===== src/rtl/auto_blackbox0_tx.sv =====
// Two-symbol serializer: a 3-bit word plus pad bit leaves as two 2-bit symbols.
// Define AUTO_BLACKBOX0_TX_PARITY_EN to make the pad bit even parity over C.
module auto_blackbox0_tx #(
    parameter logic [1:0] IDLE_OUT = 2'b00
) (
    input  logic       clk,
    input  logic       rst_n,
    input  logic       A,
    input  logic       B,
    input  logic [2:0] C,
    output logic [1:0] OUT,
    output logic       COUT,
    output logic       BUSY
);
    typedef enum logic [1:0] {IDLE, S0, S1} state_t;

    state_t     state, state_nxt;
    logic [1:0] out_nxt;
    logic       cout_nxt;
    logic       c2_q, c2_nxt;
    logic       pad_q, pad_nxt;
    logic       pad_in;

`ifdef AUTO_BLACKBOX0_TX_PARITY_EN
    assign pad_in = C[2] ^ C[1] ^ C[0];
`else
    assign pad_in = 1'b0;
`endif

    assign BUSY = (state == S0);

    always_comb begin
        state_nxt = state;
        out_nxt   = OUT;
        cout_nxt  = COUT;
        c2_nxt    = c2_q;
        pad_nxt   = pad_q;
        if (B) begin
            case (state)
                S0: begin
                    out_nxt   = {pad_q, c2_q};
                    cout_nxt  = 1'b1;
                    state_nxt = S1;
                end
                IDLE, S1: begin
                    if (A) begin
                        out_nxt   = C[1:0];
                        cout_nxt  = 1'b1;
                        c2_nxt    = C[2];
                        pad_nxt   = pad_in;
                        state_nxt = S0;
                    end else begin
                        out_nxt   = IDLE_OUT;
                        cout_nxt  = 1'b0;
                        state_nxt = IDLE;
                    end
                end
                default: begin
                    out_nxt   = IDLE_OUT;
                    cout_nxt  = 1'b0;
                    state_nxt = IDLE;
                end
            endcase
        end
    end

    always_ff @(posedge clk or negedge rst_n) begin
        if (!rst_n) begin
            state <= IDLE;
            OUT   <= IDLE_OUT;
            COUT  <= 1'b0;
            c2_q  <= 1'b0;
            pad_q <= 1'b0;
        end else begin
            state <= state_nxt;
            OUT   <= out_nxt;
            COUT  <= cout_nxt;
            c2_q  <= c2_nxt;
            pad_q <= pad_nxt;
        end
    end
endmodule


===== config.mk =====
export PLATFORM = sky130hd
export DESIGN_NAME = auto_blackbox0_tx
export DESIGN_NICKNAME = d
export VERILOG_FILES = /design/src/rtl/auto_blackbox0_tx.sv
export SDC_FILE = /design/constraint.sdc
export NUM_CORES = 1
export LEC_CHECK = 0
export ABC_AREA = 1
export CAP_MARGIN = 20
export CORE_AREA = 2 2 39 41
export CTS_BUF_LIST = sky130_fd_sc_hd__clkbuf_8
export DETAILED_ROUTE_END_ITERATION = 8
export DIE_AREA = 0 0 41 43
export PLACE_DENSITY = 0.49
export SLEW_MARGIN = 0
export SYNTH_ARGS = -nofsm -noshare
export SYNTH_HDL_FRONTEND = slang
export SYNTH_SLANG_ARGS = --single-unit

===== constraint.sdc =====
create_clock -name clk -period 0.9 [get_ports clk]
set_input_delay 0.09 -clock clk [delete_from_list [all_inputs] [get_ports clk]]
set_output_delay 0.09 -clock clk [all_outputs]
set_load 0.01 [all_outputs]

==> results of run 1 <==
## layout by cell type, fill, tap and decap left out
| master | netlist | routed |
|---|---|---|
| nor2_2 | 1 | 1 |
| nand3_1 | 3 | 3 |
| nand2_1 | 8 | 8 |
| clkbuf_8 | 0 | 3 |
| dlymetal6s2s_1 | 0 | 1 |
| inv_1 | 5 | 4 |
| buf_2 | 0 | 4 |
| clkdlybuf4s50_1 | 0 | 5 |
| o21ai_0 | 2 | 2 |
| buf_4 | 0 | 2 |
| inv_2 | 0 | 1 |
| o21ai_1 | 2 | 2 |
| dfrtp_1 | 6 | 6 |
| buf_6 | 0 | 1 |
| nand3_4 | 0 | 1 |
## through the flow
| stage | instances | util (%) |
|---|---|---|
| 3_5_place_dp | 56 | 27.8 |
| 4_1_cts | 59 | 29.9 |
| 6_report | 60 | 30.9 |
| 3_3_place_gp | 56 | 27.8 |
| 5_1_grt | 60 | 30.9 |
| 2_1_floorplan | 28 | - |
## cell usage after synthesis
master   count  share of area (%)
nand2_1      8                 12
nand3_1      3                6.0
inv_1        5                7.5
dfrtp_1      6                 60
o21ai_0      2                4.0
o21ai_1      2                4.0
nand3_2      1                4.0
nor2_2       1                2.5
## where the power goes
group          switching [mW]  internal, mW
Combinational          0.0756        0.0867
Sequential             0.0198         0.308
Clock                   0.117         0.287
## worst max-delay path: cells and delay by family, from the launching register on
family	cells	cell delay (ns)
buf+inv	1	0.13
flops	1	0.38
simple gates	1	0.11
## worst max-delay path by stage
stage	to	slack, ns	depth (start not counted)
after floorplan	c2_q	0.10	4
after global placement	c2_q	-0.20	4
after detailed placement	BUSY	-0.21	2
after CTS	BUSY	-0.05	2
after global routing	BUSY	-0.08	2
final	BUSY	-0.04	2
## state kept, by name (all words and copies together) (netlist names)
register and flops:
OUT 2, c2_q 1, state 2, COUT 1
## layer usage
| layer | wire, µm | track usage [%] |
|---|---|---|
| met1 | 241 | 9.87 |
| met2 | 200 | 9.06 |
| met3 | 84 | 7.85 |
| met4 | 0 | 4.00 |
| met5 | 0 | 0 |
## timing repair
action / CTS / global route
setup endpoints to repair: 5 / 4
setup buffers: 0 / 1
gates resized for setup: 18 / 2
## area by class of cell
| class | instances | share of cell area [%] |
|---|---|---|
| multi-input cells | 17 | 20.8 |
| repair buffers | 13 | 25.4 |
| clock buffers | 3 | 9.65 |
| well taps | 16 | 4.68 |
| flip-flops and latches | 6 | 35.1 |
| inverters | 5 | 4.39 |
## cell families (layout without fill, tap and decap cells)
group,after synthesis,in the layout
AOI/OAI and AO/OA,4,4
DFF,6,6
and+or+nand+nor,13,13
buffers and inverters,5,21
==> out/qor.csv, run 1 <==
stage,metric,value,unit
pwr,worst vdd ir,0.000835,V
floorplan,io pins,11,
clock_network,clk root buf,clkbuf_8,
pwr,Power Total,895,µW
floorplan,die width,41,µm
final_layout,n_diodes,0,
worst_setup_path,FF-to-FF setup slack,0.03,ns
drt,Via density,3.93,
sta,slew margin rel.,81.2,%
logic_synthesis,"Seq/Total Area, Yosys",60.0,%
placement,port bufs,10,
clock_network,post-cts hold buffer count,0,
hold_path,worst hold path type,in -> async,
final_layout,share of cells above drive strength 1,29.5,%
sta,skew final,0.00551,ns
logic_synthesis,Synth Instances,28,
clock_network,Sink Count,6,
global_routing,GRT Util Overall,8.09,%
drt,per-cell routed wire length,8.75,µm
final_layout,fillers,156,
floorplan,core area,1380,µm²
worst_setup_path,Startpoint Class,register,
sta,actual slew at the worst max-slew pin,0.281,ns
worst_setup_path,max incr delay on CP,0.38,ns
sta,minimum clock period,0.940,ns
worst_setup_path,crit path from,state[1],
sta,Final Hold Viols,0,
logic_synthesis,mux cell area share after synthesis,0,%
worst_setup_path,RR Endpoint,c2_q,
sta,Final period util,104,%
worst_setup_path,CP Max Fanout,2,
final_layout,Layout Nets,53,
final_layout,area of the multi-input gates,88.8,µm²
logic_synthesis,Yosys reg bits,6,
drt,DR DRC count,0,
worst_setup_path,worst reg-to-reg path cell count,5,
drt,Vias,236,
global_routing,initial antenna violation count,0,
logic_synthesis,Synth Area in Adders,0,%
clock_network,"Clk Latency, worst-skew pair",0.22,ns
worst_setup_path,CP required,0.81,ns
logic_synthesis,XOR/XNOR share of the synthesized area,0,%
logic_synthesis,largest family of logic cells by synthesized area,simple AND/OR/NAND/NOR gates,
logic_synthesis,syn_area_per_cell,8.94,µm²
floorplan,die area,1760,µm²
drt,post-route ant nets,0,
worst_setup_path,R2R Path Start,state[0],
sta,Final WS setup,-0.0395,ns
pwr,P_leak,0.227,nW
placement,gp weighted congestion,0.638,
floorplan,die height,43,µm
worst_setup_path,CP max stage cell,dfrtp_1,
sta,f_max,1060,MHz
clock_network,"Clk pin slew, worst setup/hold paths",0.04,ns
floorplan,Initial Util,18.1,%
drt,Routed WL,525,µm
clock_network,CTS tree,built,
logic_synthesis,Syn Nets,35,
clock_network,CTS buffer count,3,
pwr,PD cells,2090,nW/µm²
logic_synthesis,simple-gate area share of the yosys netlist,24.5,%
drt,DRT Pass-1 Iters,1,
clock_network,Max Root-Sink Buffers,2,
flow_run,Maximum Capacitance Violations,0,
final_layout,Finished Cell Area,428,µm²
worst_setup_path,Crit. End Element,primary output,
logic_synthesis,post-synthesis compound-gate area fraction,8.00,%
logic_synthesis,Post-Syn Area,250,µm²
final_layout,area taken by flip-flops and latches,150,µm²
sta,"Setup violations, final",1,
run_status,failing checks,setup timing,
placement,"worst slack, placed",-0.210,ns
sta,TNS Setup,-0.0395,ns
placement,detailed placement HPWL,398,µm
clock_network,Max H-tree Level,1,
worst_setup_path,cell breakdown of the critical path,"nor2_2, buf_2",
sta,Min Hold Slack,0.111,ns
sta,fin. max-slew vios,0,
placement,Post-DP Area,385,µm²
run_status,status,"finished, violations left",
logic_synthesis,synthesis warning total,0,
global_routing,largest net degree at the start of global routing,7,
global_routing,first-pass GRT wire length,876,µm
logic_synthesis,post-synth cell types,8,
global_routing,grt total ovfl,0,
floorplan,FP Rows,14,
sta,RSZ-0062 raised after global routing,yes,
worst_setup_path,data arrival time of the critical path,0.85,ns
final_layout,Area Growth Syn to Fin,71.0,%
global_routing,number of global-route vias before repair,199,
worst_setup_path,critical path class,reg -> out,
drt,DR iter-0 viols,0,
(Power assumes the default switching activity.)
==> run 2, diff against run 1 <==
- SKIP_CTS_REPAIR_TIMING: unset -> 1
==> run 2 against run 1 <==
  * The flow still finishes with violations (setup timing)
  * Critical path depth is the same
  * Sequential power about the same
  * First-iteration DRC count is the same
  * Global-route usage rose by 0.20 points
  * Maximum frequency down 0.24%
  * Non-clock buffer count fell by 1
  * Register-to-register slack is essentially flat
  * Clock skew is essentially flat
  * Largest cell class unchanged
==> out/qor.csv, run 2 (synthesized netlist as in run 1, its figures left out) <==
stage,metric,value,unit,change
global_routing,grt total ovfl,0,,unchanged
floorplan,die area,1760,µm²,unchanged
floorplan,die height,43,µm,unchanged
clock_network,Max Root-Sink Buffers,2,,unchanged
sta,Final period util,105,%,+0.26 points
final_layout,Finished Cell Area,443,µm²,+3.5%
placement,detailed placement HPWL,398,µm,unchanged
floorplan,die width,41,µm,unchanged
floorplan,core area,1380,µm²,unchanged
sta,minimum clock period,0.942,ns,+0.00231 ns
drt,DR iter-0 viols,0,,unchanged
worst_setup_path,R2R Path Start,state[0],,
pwr,worst vdd ir,0.000834,V,about the same
clock_network,clk root buf,clkbuf_8,,
placement,port bufs,10,,unchanged
worst_setup_path,critical path class,reg -> out,,
worst_setup_path,CP Max Fanout,2,,unchanged
drt,DR DRC count,0,,unchanged
sta,Final WS setup,-0.0418,ns,-0.00231 ns
final_layout,fillers,153,,-1.9%
worst_setup_path,RR Endpoint,c2_q,,
run_status,failing checks,setup timing,,
worst_setup_path,CP endpoint,BUSY,,
pwr,PD cells,2030,nW/µm²,-3.0%
floorplan,FP Rows,14,,unchanged
run_status,status,"finished, violations left",,
final_layout,share of cells above drive strength 1,20.9,%,-8.6 points
final_layout,Util after Layout,32.0,%,+1.1 points
worst_setup_path,Startpoint Class,register,,
global_routing,GRT Util Overall,8.29,%,+0.20 points
clock_network,CTS buffer count,3,,unchanged
clock_network,"Clk pin slew, worst setup/hold paths",0.04,ns,about the same
clock_network,CTS tree,built,,
sta,skew final,0.00556,ns,+0.0000514 ns
drt,Via density,3.95,,+0.40%
floorplan,Initial Util,18.1,%,unchanged
global_routing,number of global-route vias before repair,203,,+2.0%
flow_run,Maximum Capacitance Violations,0,,unchanged
sta,actual slew at the worst max-slew pin,0.280,ns,-0.000618 ns
worst_setup_path,data arrival time of the critical path,0.85,ns,about the same
global_routing,first-pass GRT wire length,903,µm,+3.1%
sta,slew margin rel.,81.3,%,about the same
clock_network,Max H-tree Level,1,,unchanged
sta,RSZ-0062 raised after global routing,yes,,
drt,post-route ant nets,0,,unchanged
global_routing,largest net degree at the start of global routing,7,,unchanged
final_layout,Layout Nets,52,,-1.9%
sta,f_max,1060,MHz,-0.24%
sta,fin. max-slew vios,0,,unchanged
worst_setup_path,Crit. End Element,primary output,,
placement,gp weighted congestion,0.638,,unchanged
drt,Routed WL,520,µm,-0.95%
drt,DRT Pass-1 Iters,1,,unchanged
final_layout,Regs by FF count,"OUT: 2 flops, state: 2 flops",,
final_layout,area taken by flip-flops and latches,150,µm²,unchanged
worst_setup_path,CP required,0.81,ns,about the same
worst_setup_path,worst reg-to-reg path cell count,5,,unchanged
worst_setup_path,crit path from,state[1],,
sta,Min Hold Slack,0.110,ns,-0.000337 ns
sta,"Setup violations, final",1,,unchanged
global_routing,initial antenna violation count,0,,unchanged
pwr,P_leak,0.259,nW,+14%
clock_network,"Clk Latency, worst-skew pair",0.22,ns,about the same
sta,Final Hold Viols,0,,unchanged
hold_path,worst hold path type,in -> async,,
worst_setup_path,FF-to-FF setup slack,0.03,ns,about the same
placement,"worst slack, placed",-0.210,ns,unchanged
final_layout,most common library cell in the layout ignoring fill and taps,nand2_1,,
clock_network,Sink Count,6,,unchanged
final_layout,area of the multi-input gates,88.8,µm²,unchanged
drt,per-cell routed wire length,8.81,µm,+0.73%
final_layout,"commonest cells after routing, fill and taps aside","nand2_1, dfrtp_1, clkdlybuf4s50_1",,
drt,Vias,233,,-1.3%
final_layout,Area Growth Syn to Fin,77.0,%,
floorplan,io pins,11,,unchanged
pwr,Power Total,898,µW,+0.39%
placement,Post-DP Area,385,µm²,unchanged
final_layout,n_diodes,0,,unchanged
run 2: worst min path at each step:
stage | start | slack (ns) | endpoint | depth (start not counted)
6_report | rst_n | 0.11 | state[1] | 1
5_1_grt | rst_n | 0.13 | OUT[0] | 1
4_1_cts | rst_n | 0.12 | state[1] | 1
3_5_place_dp | rst_n | 0.35 | state[1] | 1
3_3_place_gp | rst_n | 0.36 | state[1] | 1
2_1_floorplan | rst_n | -0.21 | COUT | 0
run 2: metal layers:
layer	global-route usage, %	vias up	wire length, µm
met2	9.06	12	199
met1	10.5	101	247
met5	0	-	0
met3	7.85	0	74
met4	4.00	0	0
li1	-	120	-
run 2: worst max-delay path: stages, from the launching register on:
cell	delay, ns
dfrtp_1	0.38
nor2_2	0.11
buf_2	0.13
run 2: layout make-up:
| class | instances | area share (%) |
|---|---|---|
| flip-flops and latches | 6 | 33.9 |
| inverters | 5 | 4.24 |
| well taps | 16 | 4.52 |
| clock buffers | 3 | 9.32 |
| multi-input cells | 17 | 20.1 |
| repair buffers | 12 | 28.0 |
run 2: metrics by stage:
stage | cells | setup TNS, ns
final | 59 | -0.0418
after global routing | 59 | -0.0921
after CTS | 59 | -1.36
after detailed placement | 56 | -1.13
after global placement | 56 | -1.18
after floorplan | 28 | 0
run 2: report_power, final:
part | total [mW] | internal, mW | switching, mW | leakage [nW]
combinational | 0.166 | 0.0919 | 0.0736 | 0.161
sequential | 0.328 | 0.308 | 0.0199 | 0.0765
clock | 0.404 | 0.287 | 0.117 | 0.0216
==> run 3, diff against run 2 <==
- CAP_MARGIN: 20 -> unset
- CTS_BUF_LIST: sky130_fd_sc_hd__clkbuf_8 -> unset
==> run 3 against run 2 <==
  * The flow still finishes with violations (setup timing)
  * Maximum frequency decreased by 2.1%
  * Core utilization decreased by 2.4 points
  * Register-to-register slack about the same
  * Via count increased by 2.1%
  * First-iteration DRC count increased by 3
  * Clock skew increased by 0.0011 ns
  * Total power decreased by 18%
  * Combinational power decreased by 2%
  * Non-clock buffer count increased by 1
  * Largest power group is now sequential cells
==> out/qor.csv, run 3 (synthesized netlist as in run 1, its figures left out) <==
stage,metric,value,unit,change
hold_path,worst hold path type,in -> async,,
pwr,worst vdd ir,0.000622,V,-25%
clock_network,Sink Count,6,,unchanged
worst_setup_path,CP Max Fanout,2,,unchanged
drt,per-cell routed wire length,8.47,µm,-3.9%
worst_setup_path,Startpoint Class,register,,
sta,"Setup violations, final",1,,unchanged
clock_network,clk root buf,clkbuf_4,,
floorplan,die width,41,µm,unchanged
pwr,Pint,545,µW,-21%
sta,actual slew at the worst max-slew pin,0.280,ns,+0.000162 ns
floorplan,io pins,11,,unchanged
drt,Via density,3.97,,+0.44%
final_layout,Final Non-Filler Cells,60,,+1.7%
placement,gp weighted congestion,0.638,,unchanged
worst_setup_path,Crit. End Element,primary output,,
placement,port bufs,10,,unchanged
final_layout,Finished Cell Area,409,µm²,-7.6%
pwr,Sequential Power Share,44.7,%,+8.1 points
pwr,Power Total,735,µW,-18%
global_routing,grt total ovfl,0,,unchanged
sta,Final WS setup,-0.0623,ns,-0.0205 ns
floorplan,die height,43,µm,unchanged
floorplan,die area,1760,µm²,unchanged
placement,"worst slack, placed",-0.210,ns,unchanged
sta,skew final,0.00670,ns,+0.00114 ns
pwr,PD cells,1800,nW/µm²,-11%
drt,DRT Pass-1 Iters,2,,+1
clock_network,CTS tree,built,,
final_layout,most common library cell in the layout ignoring fill and taps,nand2_1,,
final_layout,"commonest cells after routing, fill and taps aside","nand2_1, dfrtp_1, clkdlybuf4s50_1",,
final_layout,Area Growth Syn to Fin,63.5,%,
clock_network,Max Root-Sink Buffers,2,,unchanged
flow_run,Maximum Capacitance Violations,0,,unchanged
sta,RSZ-0062 raised after global routing,yes,,
floorplan,FP Rows,14,,unchanged
floorplan,Initial Util,18.1,%,unchanged
clock_network,Max H-tree Level,1,,unchanged
final_layout,Layout Nets,53,,+1.9%
clock_network,"Clk Latency, worst-skew pair",0.24,ns,+0.02 ns
pwr,Sw Share,25.9,%,+2.5 points
final_layout,fillers,155,,+1.3%
sta,f_max,1040,MHz,-2.1%
clock_network,CTS buffer count,3,,unchanged
global_routing,initial antenna violation count,0,,unchanged
floorplan,core area,1380,µm²,unchanged
global_routing,number of global-route vias before repair,201,,-0.99%
worst_setup_path,CP required,0.81,ns,about the same
final_layout,share of cells above drive strength 1,29.5,%,+8.6 points
pwr,Clock power frac,33.3,%,-12 points
worst_setup_path,data arrival time of the critical path,0.87,ns,+0.02 ns
drt,DR DRC count,0,,unchanged
sta,fin. max-slew vios,0,,unchanged
drt,DR iter-0 viols,3,,+3
global_routing,first-pass GRT wire length,890,µm,-1.4%
clock_network,"Clk pin slew, worst setup/hold paths",0.05,ns,about the same
sta,Final period util,107,%,+2.3 points
drt,Vias,238,,+2.1%
sta,Final Hold Viols,0,,unchanged
final_layout,n_diodes,0,,unchanged
run_status,failing checks,setup timing,,
placement,Post-DP Area,385,µm²,unchanged
drt,Routed WL,508,µm,-2.3%
final_layout,Util after Layout,29.6,%,-2.4 points
drt,post-route ant nets,0,,unchanged
sta,minimum clock period,0.962,ns,+0.0205 ns
sta,slew margin rel.,81.2,%,about the same
global_routing,largest net degree at the start of global routing,7,,unchanged
pwr,P_leak,0.218,nW,-16%
run_status,status,"finished, violations left",,
worst_setup_path,critical path class,reg -> out,,
final_layout,Regs by FF count,"OUT: 2 flops, state: 2 flops",,
global_routing,GRT Util Overall,8.29,%,unchanged
placement,placed cell count,56,,unchanged
placement,detailed placement HPWL,398,µm,unchanged
pwr,Gate power share,22.0,%,+3.6 points
pwr,net switching power,190,µW,-9.5%
## run 3: final timing paths
check                              start  endpoint  slack [ns]  depth (start not counted)
worst max-delay path            state[1]      BUSY       -0.06                          2
worst min-delay path               rst_n  state[1]        0.09                          1
worst max register to register  state[0]      c2_q        0.03                          5
worst min register to register      c2_q      c2_q        0.49                          2
max in group asynchronous          rst_n      COUT        0.59                          1
min in group clk                       B    OUT[0]        0.22                          3
## run 3: critical path, stage by stage, from the launching register on
cell     delay, ns
dfrtp_1       0.38
nor2_2        0.11
buf_2         0.13
## run 3: metrics by stage
stage | hold WS [ns] | TNS (ns)
floorplan | -0.206 | 0
global placement | 0.358 | -1.18
detailed placement | 0.355 | -1.13
CTS | 0.0918 | -1.48
global route | 0.0936 | -0.125
finish | 0.0883 | -0.0623
## run 3: final cells by class
| class | count | area [µm²] | area share [%] |
|---|---|---|---|
| timing repair buffer | 13 | 109 | 26.6 |
| tap | 16 | 20.0 | 4.89 |
| clock buffer | 3 | 22.5 | 5.50 |
| multi-input combinational | 17 | 88.8 | 21.7 |
| sequential | 6 | 150 | 36.7 |
| inverter | 5 | 18.8 | 4.59 |
## run 3: power by group through the flow
stage	sequential [mW]	clock, mW	combinational (mW)
2_1_floorplan	0.337	0	0.0549
4_1_cts	0.328	0.256	0.170
3_5_place_dp	0.332	0	0.170
5_1_grt	0.332	0.289	0.181
3_3_place_gp	0.330	0	0.170
6_report	0.328	0.245	0.162
## run 3: layer usage
metal	vias up	GRT usage, %	wire length [µm]
met2	13	9.06	185
li1	123	-	-
met5	-	0	0
met4	0	2.00	0
met3	0	9.42	84
met1	102	10.5	239
